`src/rtl/trace_pkg.sv`:
```
// Shared types for the trace stimulus player.
//   - Def* localparams: default build configuration of the player.
//   - IDX_W:            trace index width for the default depth.
//   - state_e:          replay FSM states.
//   - trace_entry_t:    one stored event (delay, channel mask, packed channel data) in the
//                       default configuration.
package trace_pkg;

  localparam int unsigned DefNumInputs  = 1;
  localparam int unsigned DefDataWidth  = 64;
  localparam int unsigned DefDepth      = 16;
  localparam int unsigned DefDelayWidth = 16;
  localparam int unsigned DefCntWidth   = 32;

  localparam int unsigned IDX_W = $clog2(DefDepth);

  typedef enum logic [1:0] {
    StIdle = 2'd0,
    StWait = 2'd1,
    StFire = 2'd2,
    StDone = 2'd3
  } state_e;

  typedef struct packed {
    logic [DefDelayWidth-1:0]             delay;
    logic [DefNumInputs-1:0]              mask;
    logic [DefNumInputs*DefDataWidth-1:0] data;
  } trace_entry_t;

endpackage

```
`src/rtl/trace_mem.sv`:
```
// Trace storage: Depth entries of {delay, mask, data}.
//   clk_i             clock
//   we_i              write strobe (already qualified by the caller)
//   waddr_i           write index
//   wdelay_i/wmask_i/wdata_i  entry fields to store
//   raddr_i           read index
//   rdelay_o/rmask_o/rdata_o  entry fields at raddr_i, combinational
// Synchronous write, combinational read, deliberately no reset so the trace survives rst.
module trace_mem #(
  parameter int unsigned Depth      = 16,
  parameter int unsigned DelayWidth = 16,
  parameter int unsigned NumInputs  = 1,
  parameter int unsigned DataWidth  = 64
) (
  input  logic                           clk_i,
  input  logic                           we_i,
  input  logic [$clog2(Depth)-1:0]       waddr_i,
  input  logic [DelayWidth-1:0]          wdelay_i,
  input  logic [NumInputs-1:0]           wmask_i,
  input  logic [NumInputs*DataWidth-1:0] wdata_i,
  input  logic [$clog2(Depth)-1:0]       raddr_i,
  output logic [DelayWidth-1:0]          rdelay_o,
  output logic [NumInputs-1:0]           rmask_o,
  output logic [NumInputs*DataWidth-1:0] rdata_o
);

  logic [DelayWidth-1:0]          delay_mem [Depth];
  logic [NumInputs-1:0]           mask_mem  [Depth];
  logic [NumInputs*DataWidth-1:0] data_mem  [Depth];

  always_ff @(posedge clk_i) begin
    if (we_i) begin
      delay_mem[waddr_i] <= wdelay_i;
      mask_mem[waddr_i]  <= wmask_i;
      data_mem[waddr_i]  <= wdata_i;
    end
  end

  assign rdelay_o = delay_mem[raddr_i];
  assign rmask_o  = mask_mem[raddr_i];
  assign rdata_o  = data_mem[raddr_i];

endmodule

```
`src/rtl/trace_stimulus_player.sv`:
```
// Replays a stored trace of timestamped input events into a monitor's input ports.
//   clk, rst (sync, active-high), en (global stall when 0)
//   wr_en/wr_addr/wr_delay/wr_mask/wr_data  trace load port, accepted only while idle
//   num_events/start/loop/stop              replay control
//   input_data/new_input                    monitor-side stimulus (registered)
//   busy/done/wr_err/event_idx/fired_count  status
// Event k fires delay[k] + 2 cycles after its predecessor (or after start for k = 0).
module trace_stimulus_player
  import trace_pkg::*;
#(
  parameter int unsigned NUM_INPUTS  = DefNumInputs,
  parameter int unsigned DATA_WIDTH  = DefDataWidth,
  parameter int unsigned DEPTH       = DefDepth,
  parameter int unsigned DELAY_WIDTH = DefDelayWidth,
  parameter int unsigned CNT_WIDTH   = DefCntWidth
) (
  input  logic                             clk,
  input  logic                             rst,
  input  logic                             en,
  input  logic                             wr_en,
  input  logic [$clog2(DEPTH)-1:0]         wr_addr,
  input  logic [DELAY_WIDTH-1:0]           wr_delay,
  input  logic [NUM_INPUTS-1:0]            wr_mask,
  input  logic [NUM_INPUTS*DATA_WIDTH-1:0] wr_data,
  input  logic [$clog2(DEPTH):0]           num_events,
  input  logic                             start,
  input  logic                             loop,
  input  logic                             stop,
  output logic [NUM_INPUTS*DATA_WIDTH-1:0] input_data,
  output logic [NUM_INPUTS-1:0]            new_input,
  output logic                             busy,
  output logic                             done,
  output logic                             wr_err,
  output logic [$clog2(DEPTH)-1:0]         event_idx,
  output logic [CNT_WIDTH-1:0]             fired_count
);

  localparam int unsigned IdxW = $clog2(DEPTH);
  localparam int unsigned LenW = IdxW + 1;
  localparam logic [LenW-1:0] DepthLen = LenW'(DEPTH);

  state_e                          state_q, state_d;
  logic [DELAY_WIDTH-1:0]          cnt_q, cnt_d;
  logic [IdxW-1:0]                 idx_q, idx_d;
  logic [LenW-1:0]                 len_q, len_d;
  logic                            loop_q, loop_d;
  logic [CNT_WIDTH-1:0]            fired_q, fired_d;
  logic [NUM_INPUTS-1:0]           new_input_q, new_input_d;
  logic [NUM_INPUTS*DATA_WIDTH-1:0] input_data_q, input_data_d;
  logic                            busy_q, busy_d;
  logic                            done_q, done_d;
  logic                            wr_err_q, wr_err_d;

  logic [IdxW-1:0]                  rd_addr;
  logic [DELAY_WIDTH-1:0]           rd_delay;
  logic [NUM_INPUTS-1:0]            rd_mask;
  logic [NUM_INPUTS*DATA_WIDTH-1:0] rd_data;
  logic [NUM_INPUTS*DATA_WIDTH-1:0] masked_data;
  logic [IdxW-1:0]                  idx_inc;
  logic                             is_last;
  logic                             mem_we;

  assign mem_we  = wr_en && (state_q == StIdle);
  assign idx_inc = idx_q + IdxW'(1);
  assign is_last = ({1'b0, idx_q} == (len_q - LenW'(1)));

  // Single read port: entry 0 while idle (start loads delay[0]), the pending event while
  // waiting, and the successor (or entry 0 on wrap) while firing.
  always_comb begin
    rd_addr = idx_q;
    unique case (state_q)
      StIdle:  rd_addr = '0;
      StFire:  rd_addr = is_last ? '0 : idx_inc;
      default: rd_addr = idx_q;
    endcase
  end

  trace_mem #(
    .Depth      (DEPTH),
    .DelayWidth (DELAY_WIDTH),
    .NumInputs  (NUM_INPUTS),
    .DataWidth  (DATA_WIDTH)
  ) u_trace_mem (
    .clk_i    (clk),
    .we_i     (mem_we),
    .waddr_i  (wr_addr),
    .wdelay_i (wr_delay),
    .wmask_i  (wr_mask),
    .wdata_i  (wr_data),
    .raddr_i  (rd_addr),
    .rdelay_o (rd_delay),
    .rmask_o  (rd_mask),
    .rdata_o  (rd_data)
  );

  // Unmasked channels are driven as zero.
  always_comb begin
    masked_data = '0;
    for (int k = 0; k < int'(NUM_INPUTS); k++) begin
      if (rd_mask[k]) begin
        masked_data[k*DATA_WIDTH +: DATA_WIDTH] = rd_data[k*DATA_WIDTH +: DATA_WIDTH];
      end
    end
  end

  always_comb begin
    state_d      = state_q;
    cnt_d        = cnt_q;
    idx_d        = idx_q;
    len_d        = len_q;
    loop_d       = loop_q;
    fired_d      = fired_q;
    new_input_d  = '0;
    input_data_d = '0;
    done_d       = 1'b0;
    wr_err_d     = wr_en && (state_q != StIdle);

    if (en) begin
      unique case (state_q)
        StIdle: begin
          if (start) begin
            fired_d = '0;
            idx_d   = '0;
            if (num_events == '0) begin
              state_d = StDone;
              done_d  = 1'b1;
            end else begin
              len_d   = (num_events > DepthLen) ? DepthLen : num_events;
              loop_d  = loop;
              cnt_d   = rd_delay;
              state_d = StWait;
            end
          end
        end
        StWait: begin
          if (cnt_q != '0) begin
            cnt_d = cnt_q - DELAY_WIDTH'(1);
          end else begin
            // Pulse is registered on entry so it is visible during the FIRE cycle.
            state_d      = StFire;
            new_input_d  = rd_mask;
            input_data_d = masked_data;
          end
        end
        StFire: begin
          fired_d = (&fired_q) ? fired_q : fired_q + CNT_WIDTH'(1);
          if (!is_last) begin
            idx_d   = idx_inc;
            cnt_d   = rd_delay;
            state_d = StWait;
          end else if (loop_q) begin
            idx_d   = '0;
            cnt_d   = rd_delay;
            state_d = StWait;
          end else begin
            idx_d   = idx_inc;
            state_d = StDone;
            done_d  = 1'b1;
          end
        end
        StDone: begin
          state_d = StIdle;
        end
        default: state_d = StIdle;
      endcase

      // Abort wins over any pending fire or completion.
      if (stop && (state_q != StIdle)) begin
        state_d      = StIdle;
        cnt_d        = cnt_q;
        idx_d        = idx_q;
        fired_d      = fired_q;
        new_input_d  = '0;
        input_data_d = '0;
        done_d       = 1'b0;
      end
    end

    busy_d = (state_d != StIdle);
  end

  always_ff @(posedge clk) begin
    if (rst) begin
      state_q      <= StIdle;
      cnt_q        <= '0;
      idx_q        <= '0;
      len_q        <= '0;
      loop_q       <= 1'b0;
      fired_q      <= '0;
      new_input_q  <= '0;
      input_data_q <= '0;
      busy_q       <= 1'b0;
      done_q       <= 1'b0;
      wr_err_q     <= 1'b0;
    end else begin
      state_q      <= state_d;
      cnt_q        <= cnt_d;
      idx_q        <= idx_d;
      len_q        <= len_d;
      loop_q       <= loop_d;
      fired_q      <= fired_d;
      new_input_q  <= new_input_d;
      input_data_q <= input_data_d;
      busy_q       <= busy_d;
      done_q       <= done_d;
      wr_err_q     <= wr_err_d;
    end
  end

  assign input_data  = input_data_q;
  assign new_input   = new_input_q;
  assign busy        = busy_q;
  assign done        = done_q;
  assign wr_err      = wr_err_q;
  assign event_idx   = idx_q;
  assign fired_count = fired_q;

endmodule

```
`config.mk`:
```
export PLATFORM = sky130hd
export DESIGN_NAME = trace_stimulus_player
export DESIGN_NICKNAME = d
export VERILOG_FILES = /design/src/rtl/trace_pkg.sv /design/src/rtl/trace_mem.sv /design/src/rtl/trace_stimulus_player.sv
export SDC_FILE = /design/constraint.sdc
export NUM_CORES = 2
export LEC_CHECK = 0
export CAP_MARGIN = 20
export CORE_ASPECT_RATIO = 0.6
export CORE_MARGIN = 3
export CORE_UTILIZATION = 65
export DETAILED_ROUTE_END_ITERATION = 6
export GPL_ROUTABILITY_DRIVEN = 0
export PLACE_DENSITY_LB_ADDON = 0.25
export SLEW_MARGIN = 20
export SYNTH_ARGS = -nofsm -noshare
export SYNTH_HDL_FRONTEND = slang
export SYNTH_SLANG_ARGS = --single-unit
```
`constraint.sdc`:
```
create_clock -name clk -period 18.88 [get_ports clk]
set_clock_uncertainty 0.05 [all_clocks]
set_input_delay 5.664 -clock clk [delete_from_list [all_inputs] [get_ports clk]]
set_output_delay 5.664 -clock clk [all_outputs]
set_load 0.03 [all_outputs]
```
# Yosys cells after proc, flatten, opt, wreduce, memory -nomap -nowiden
# Memories as Yosys holds them, arrays and structs flattened. A register that Yosys moved wholly into a read port is not among the register bits.
# Index checks and enable logic that the tools add are counted.
# classes
addsub	4
n_lt_le_gt_ge	1
eq_ne	9
n_mux	31
bitwise_logic	5
reduce_logical	18
# ops
cell	n
2-to-1 mux 16 bit	5
2-to-1 mux 32 bit	2
one-hot mux 32 bit (2 select lines)	1
one-hot mux 16 bit (3 select lines)	1
adder 32 x 1 -> 32 bit (second input constant)	1
AND reduction 32 bit	1
2-to-1 mux 4 bit	4
one-hot mux 4 bit (2 select lines)	2
nonzero test 16 bit	1
subtractor 16 x 1 -> 16 bit (second input constant)	1
2-to-1 mux 2 bit	7
inequality test 2 bit (second input constant)	4
one-hot mux 2 bit (4 select lines)	1
AND reduction 4 bit	2
AND reduction 7 bit	1
2-to-1 mux 1 bit	6
nonzero test 2 bit	3
OR reduction 6 bit	1
equality test 4 x 5 -> 1 bit	1
greater-than comparator 5 bit (second input constant)	1
zero test 5 bit	1
2-to-1 mux 5 bit	1
NOT 1 bit	5
AND reduction 5 bit	1
11 further kinds	14
# totals
reg_bits	64
mem_bits_rw	1296
memories	3
# memory_table
name	words	word_bits	read_ports	rd_ports_with_merged_regs	wr	line_no	rtl
u_trace_mem.data_mem	16	64	1	1	1	trace_mem.sv:29	logic [NumInputs*DataWidth-1:0] data_mem [Depth];
u_trace_mem.delay_mem	16	16	1	0	1	trace_mem.sv:27	logic [DelayWidth-1:0] delay_mem [Depth];
u_trace_mem.mask_mem	16	1	1	0	1	trace_mem.sv:28	logic [NumInputs-1:0] mask_mem [Depth];

# Longest topological paths before layout
# An unclocked memory read counts as a cell.
# depth
ltp_word	8
ltp_mapped	15
depth_no_buf	11

# Modules after synthesis
# Synthesis repeated with hierarchy kept, for this count alone.
# unflattened
cells_unflattened	2614
area_unflattened_um2	53938.0
# by_module_without_submodules
mod	instances	cells_per_inst	area_each_um2	seq_area_each_um2
trace_mem	1	1997	48435.2	38917.3
trace_stimulus_player	1	617	5502.8	2562.5

# Worst setup path before layout
# OpenSTA, ideal clock, no wires.
# synth_timing
kind	in2reg
start	in wr_addr[1]
end	mem u_trace_mem.data_mem[0][0] (netlist bit) (enable)
t_arrival_ns	11.587
path_slack_ns	6.622
cell_stages	2
path_buffers	0
cell_sequence	or3_1 > nor3_1
# synth_rtl
element	line_no	rtl
start: declaration	trace_stimulus_player.sv:21	input logic [$clog2(DEPTH)-1:0] wr_addr,
end: declaration	trace_mem.sv:29	
# Straight into the memory's write port.

# Final worst setup path
# layout_timing
start	in wr_en
end	mem u_trace_mem.data_mem[6][53] (netlist bit) (enable)
# layout_between
elab_chain_len	3
# layout_lines
element	line_no	rtl
start: declaration	trace_stimulus_player.sv:20	input logic wr_en,
logical AND 1 bit	trace_stimulus_player.sv:63	assign mem_we = wr_en && (state_q == StIdle);
2-to-1 mux 1 bit	trace_mem.sv:32	if (we_i) begin
2-to-1 mux 1 bit (not written as such)	trace_mem.sv:35	data_mem[waddr_i] <= wdata_i;
# Every way passes these cells.

==> metrics.csv <==
stage,metric,value,unit
clock_tree,clock latency on the worst-skew pair,730,ps
placed_design,placed wire-length estimate,75.4,mm
synthesis,largest family of logic cells by synthesized area,simple AND/OR/NAND/NOR gates,
timing,Achievable Freq,119,MHz
route,Routed Antenna Nets,0,
final_layout,"Design Area, Final",62400,sq um
synthesis,Most used DFF post-synth,edfxtp_1,
synthesis,Synth Area in Simple Gates,19.9,%
synthesis,Synth Register Bits,1424,
floorplan,site row count,82,
setup_path,worst-path fanout max,37,
synthesis,syn avg cell area,12.4,sq um
floorplan,io pins,201,
route,first-pass detailed-route iteration total,7,
clock_tree,CTS tree,yes,
final_layout,post-layout util,74.1,%
timing,final hold vios,0,
synthesis,Syn. warnings,0,
min_path,worst min path class,flip-flop to flip-flop,
grt,initial antenna violation count,7,
grt,vias in the first global route,34748,
floorplan,Initial Utilization,66.2,%
power_and_ir_drop,Overall Power,6.06,mW
clock_tree,clk sink count,1424,
timing,Worst Tran Pin Value,1120,ps
clock_tree,Num CTS Buffers,119,
grt,pin count of the biggest net entering global routing,210,
grt,"Remaining Overflow, GRT",0,
run_status,failing checks,design-rule violations,
clock_tree,post-cts sizing count,0,
synthesis,Mapped Area,55800,sq um
route,Via Count,37134,
floorplan,die height,233,um
floorplan,DIE AREA,89500,sq um
synthesis,sequential share of the synthesized area,74.3,%
synthesis,area share of the largest cell type after synthesis,69.8,%
synthesis,Yosys cell types,65,
power_and_ir_drop,power per standard cell area,97.2,nW/um^2
setup_path,crit-path max cell delay,710,ps
route,routed wire length,141,mm
setup_path,slowest CP cell,buf_4,
synthesis,Synth async-reset ratio,0,%
clock_tree,H-tree depth,3,
route,WL/cell,24.3,um
timing,fin crit share,44.6,%
placed_design,placed cells,5597,
run,Max-Cap Viols,0,
final_layout,Syn-to-layout area delta,11.9,%
synthesis,Post-synth EDFFs,1296,
synthesis,Adder-Cell Fraction of Synth Area,0.0897,%
synthesis,XOR/XNOR Fraction of Synth Area,0.597,%
placed_design,port bufs,200,
synthesis,syn_nets,4584,
grt,GRT Total Usage,31.4,%
synthesis,mux cell area share after synthesis,0.431,%
final_layout,fin nets,4685,
route,Via-to-Cell Ratio,6.37,
route,number of DRC markers in iteration 0,5681,
floorplan,Core Region,84200,sq um
setup_path,most used cell along the critical path,buf_4,
timing,Final TNS setup,0,ps
synthesis,Commonest cells post-synth,"edfxtp_1 (1296), nand2_1 (1275), nand3_1 (990)",
clock_tree,clk root buf,clkbuf_16,
floorplan,Die Wd,384,um
setup_path,nature of the critical path startpoint,primary input,
clock_tree,CTS max path bufs,3,
clock_tree,"Clk pin slew, worst setup/hold paths",70,ps
clock_tree,Hold Buf Count CTS,0,
setup_path,Critical Path RT,19170,ps
setup_path,Crit Path Class,primary input to flip-flop,
timing,relative slew slack,25.3,%
final_layout,share of post-route cells with drive strength above 1,5.61,%
synthesis,most common cell in the synthesized netlist,edfxtp_1,
setup_path,crit path DAT,8710,ps
placed_design,DP Area,58600,sq um
synthesis,"area leader, netlist",edfxtp_1,
timing,setup violators final,0,
route,DRC errors left,3,
synthesis,gate count after technology mapping,4483,
clock_tree,Post-CTS Repair Setup Buffers,0,
timing,RSZ-0062 raised after global routing,no,
setup_path,CP endpoint kind,flip-flop,
setup_path,critical-path cell list,"clkdlybuf4s50_1, nand4b_1, nor2_4, buf_4, buf_4",
run_status,status,"complete, but fails checks",
final_layout,Non-Filler Instances,5826,
timing,final period demand of the worst path,8410,ps
power_and_ir_drop,VDD IR max,0.0000824,V
grt,first-pass GRT wire length,213,mm
synthesis,Synth Area in Compound Gates,2.29,%
synthesis,Synth area leaders,"edfxtp_1 (70%), nand3_1 (8.9%), nand2_1 (8.6%)",
power_and_ir_drop,LEAKAGE,21.6,nW
timing,Slew Limit Fails,0,
critical path, delay by kind of cell:
| kind | cells | cell delay (ps) |
|---|---|---|
| and+or+nand+nor | 2 | 1060 |
| buffers and inverters | 3 | 1860 |
logic make-up (layout without fill, tap and decap cells):
family / count (synthesis) / in the layout
buffers and inverters: 291 / 495
multiplexers: 24 / 24
flip-flops: 1424 / 1424
AND/OR/NAND/NOR: 2514 / 2514
AO/OA/AOI/OAI: 188 / 188
XOR/XNOR: 38 / 38
other: 0 / 5
adder cells (fa/ha/maj): 4 / 4
where the power goes:
group | internal, mW | switching (mW)
logic | 0.0470 | 0.123
registers | 3.48 | 0.0124
clock network | 1.31 | 1.09
stage by stage:
stage               hold slack (ps)  setup WS [ps]
finish                          435          10470
global route                    469          10410
CTS                             440          10600
detailed placement              431           9870
global placement                418           9920
floorplan                       402           6620
registers in the layout, summed over array words and instances (netlist names):
name and count:
u_trace_mem.data_mem 1024, u_trace_mem.delay_mem 256, input_data 64, fired_count 32, cnt_q 16, u_trace_mem.mask_mem 16, len_q 5, event_idx 4
state_q 2, busy 1, done 1, loop_q 1, new_input 1, wr_err 1
routing by layer:
metal	GRT usage, %	vias up	wire length (um)
li1	-	16348	-
met1	48.8	17947	57100
met2	45.6	2601	62300
met3	6.99	238	19000
met4	8.03	0	2950
met5	0	-	0
cell usage in the layout, fill, tap and decap left out, types with 17 or more instances in the layout:
| cell | instances |
|---|---|
| buf_4 | 58 |
| a22oi_1 | 17 |
| clkbuf_1 | 44 |
| edfxtp_1 | 1296 |
| a21oi_1 | 70 |
| nor2_1 | 71 |
| and3_1 | 84 |
| xor2_1 | 24 |
| clkdlybuf4s50_1 | 200 |
| mux2i_1 | 24 |
| nand3_1 | 990 |
| nand2_1 | 1275 |
| clkbuf_16 | 122 |
| dfxtp_1 | 128 |
| clkinv_2 | 21 |
final cells by class:
| cell class | instances | area [sq um] |
|---|---|---|
| fillers | 5201 | 21800 |
| flip-flops and latches | 1424 | 41500 |
| clock buffers | 179 | 3400 |
| clock inverters | 45 | 358 |
| inverters | 7 | 26.3 |
| well taps | 1134 | 1420 |
| diodes | 5 | 12.5 |
| multi-input cells | 2768 | 13200 |
| repair buffers | 264 | 2530 |
worst paths after layout:
check,from,to,slack [ps],cells after the start
worst min-delay path,len_q[4],len_q[4],440,2
worst max-delay path,wr_en,u_trace_mem.data_mem[6][53],10470,5
worst max register to register,len_q[0],input_data[40],12960,15
worst min register to register,len_q[4],len_q[4],440,2
(Power assumes the default switching activity.)
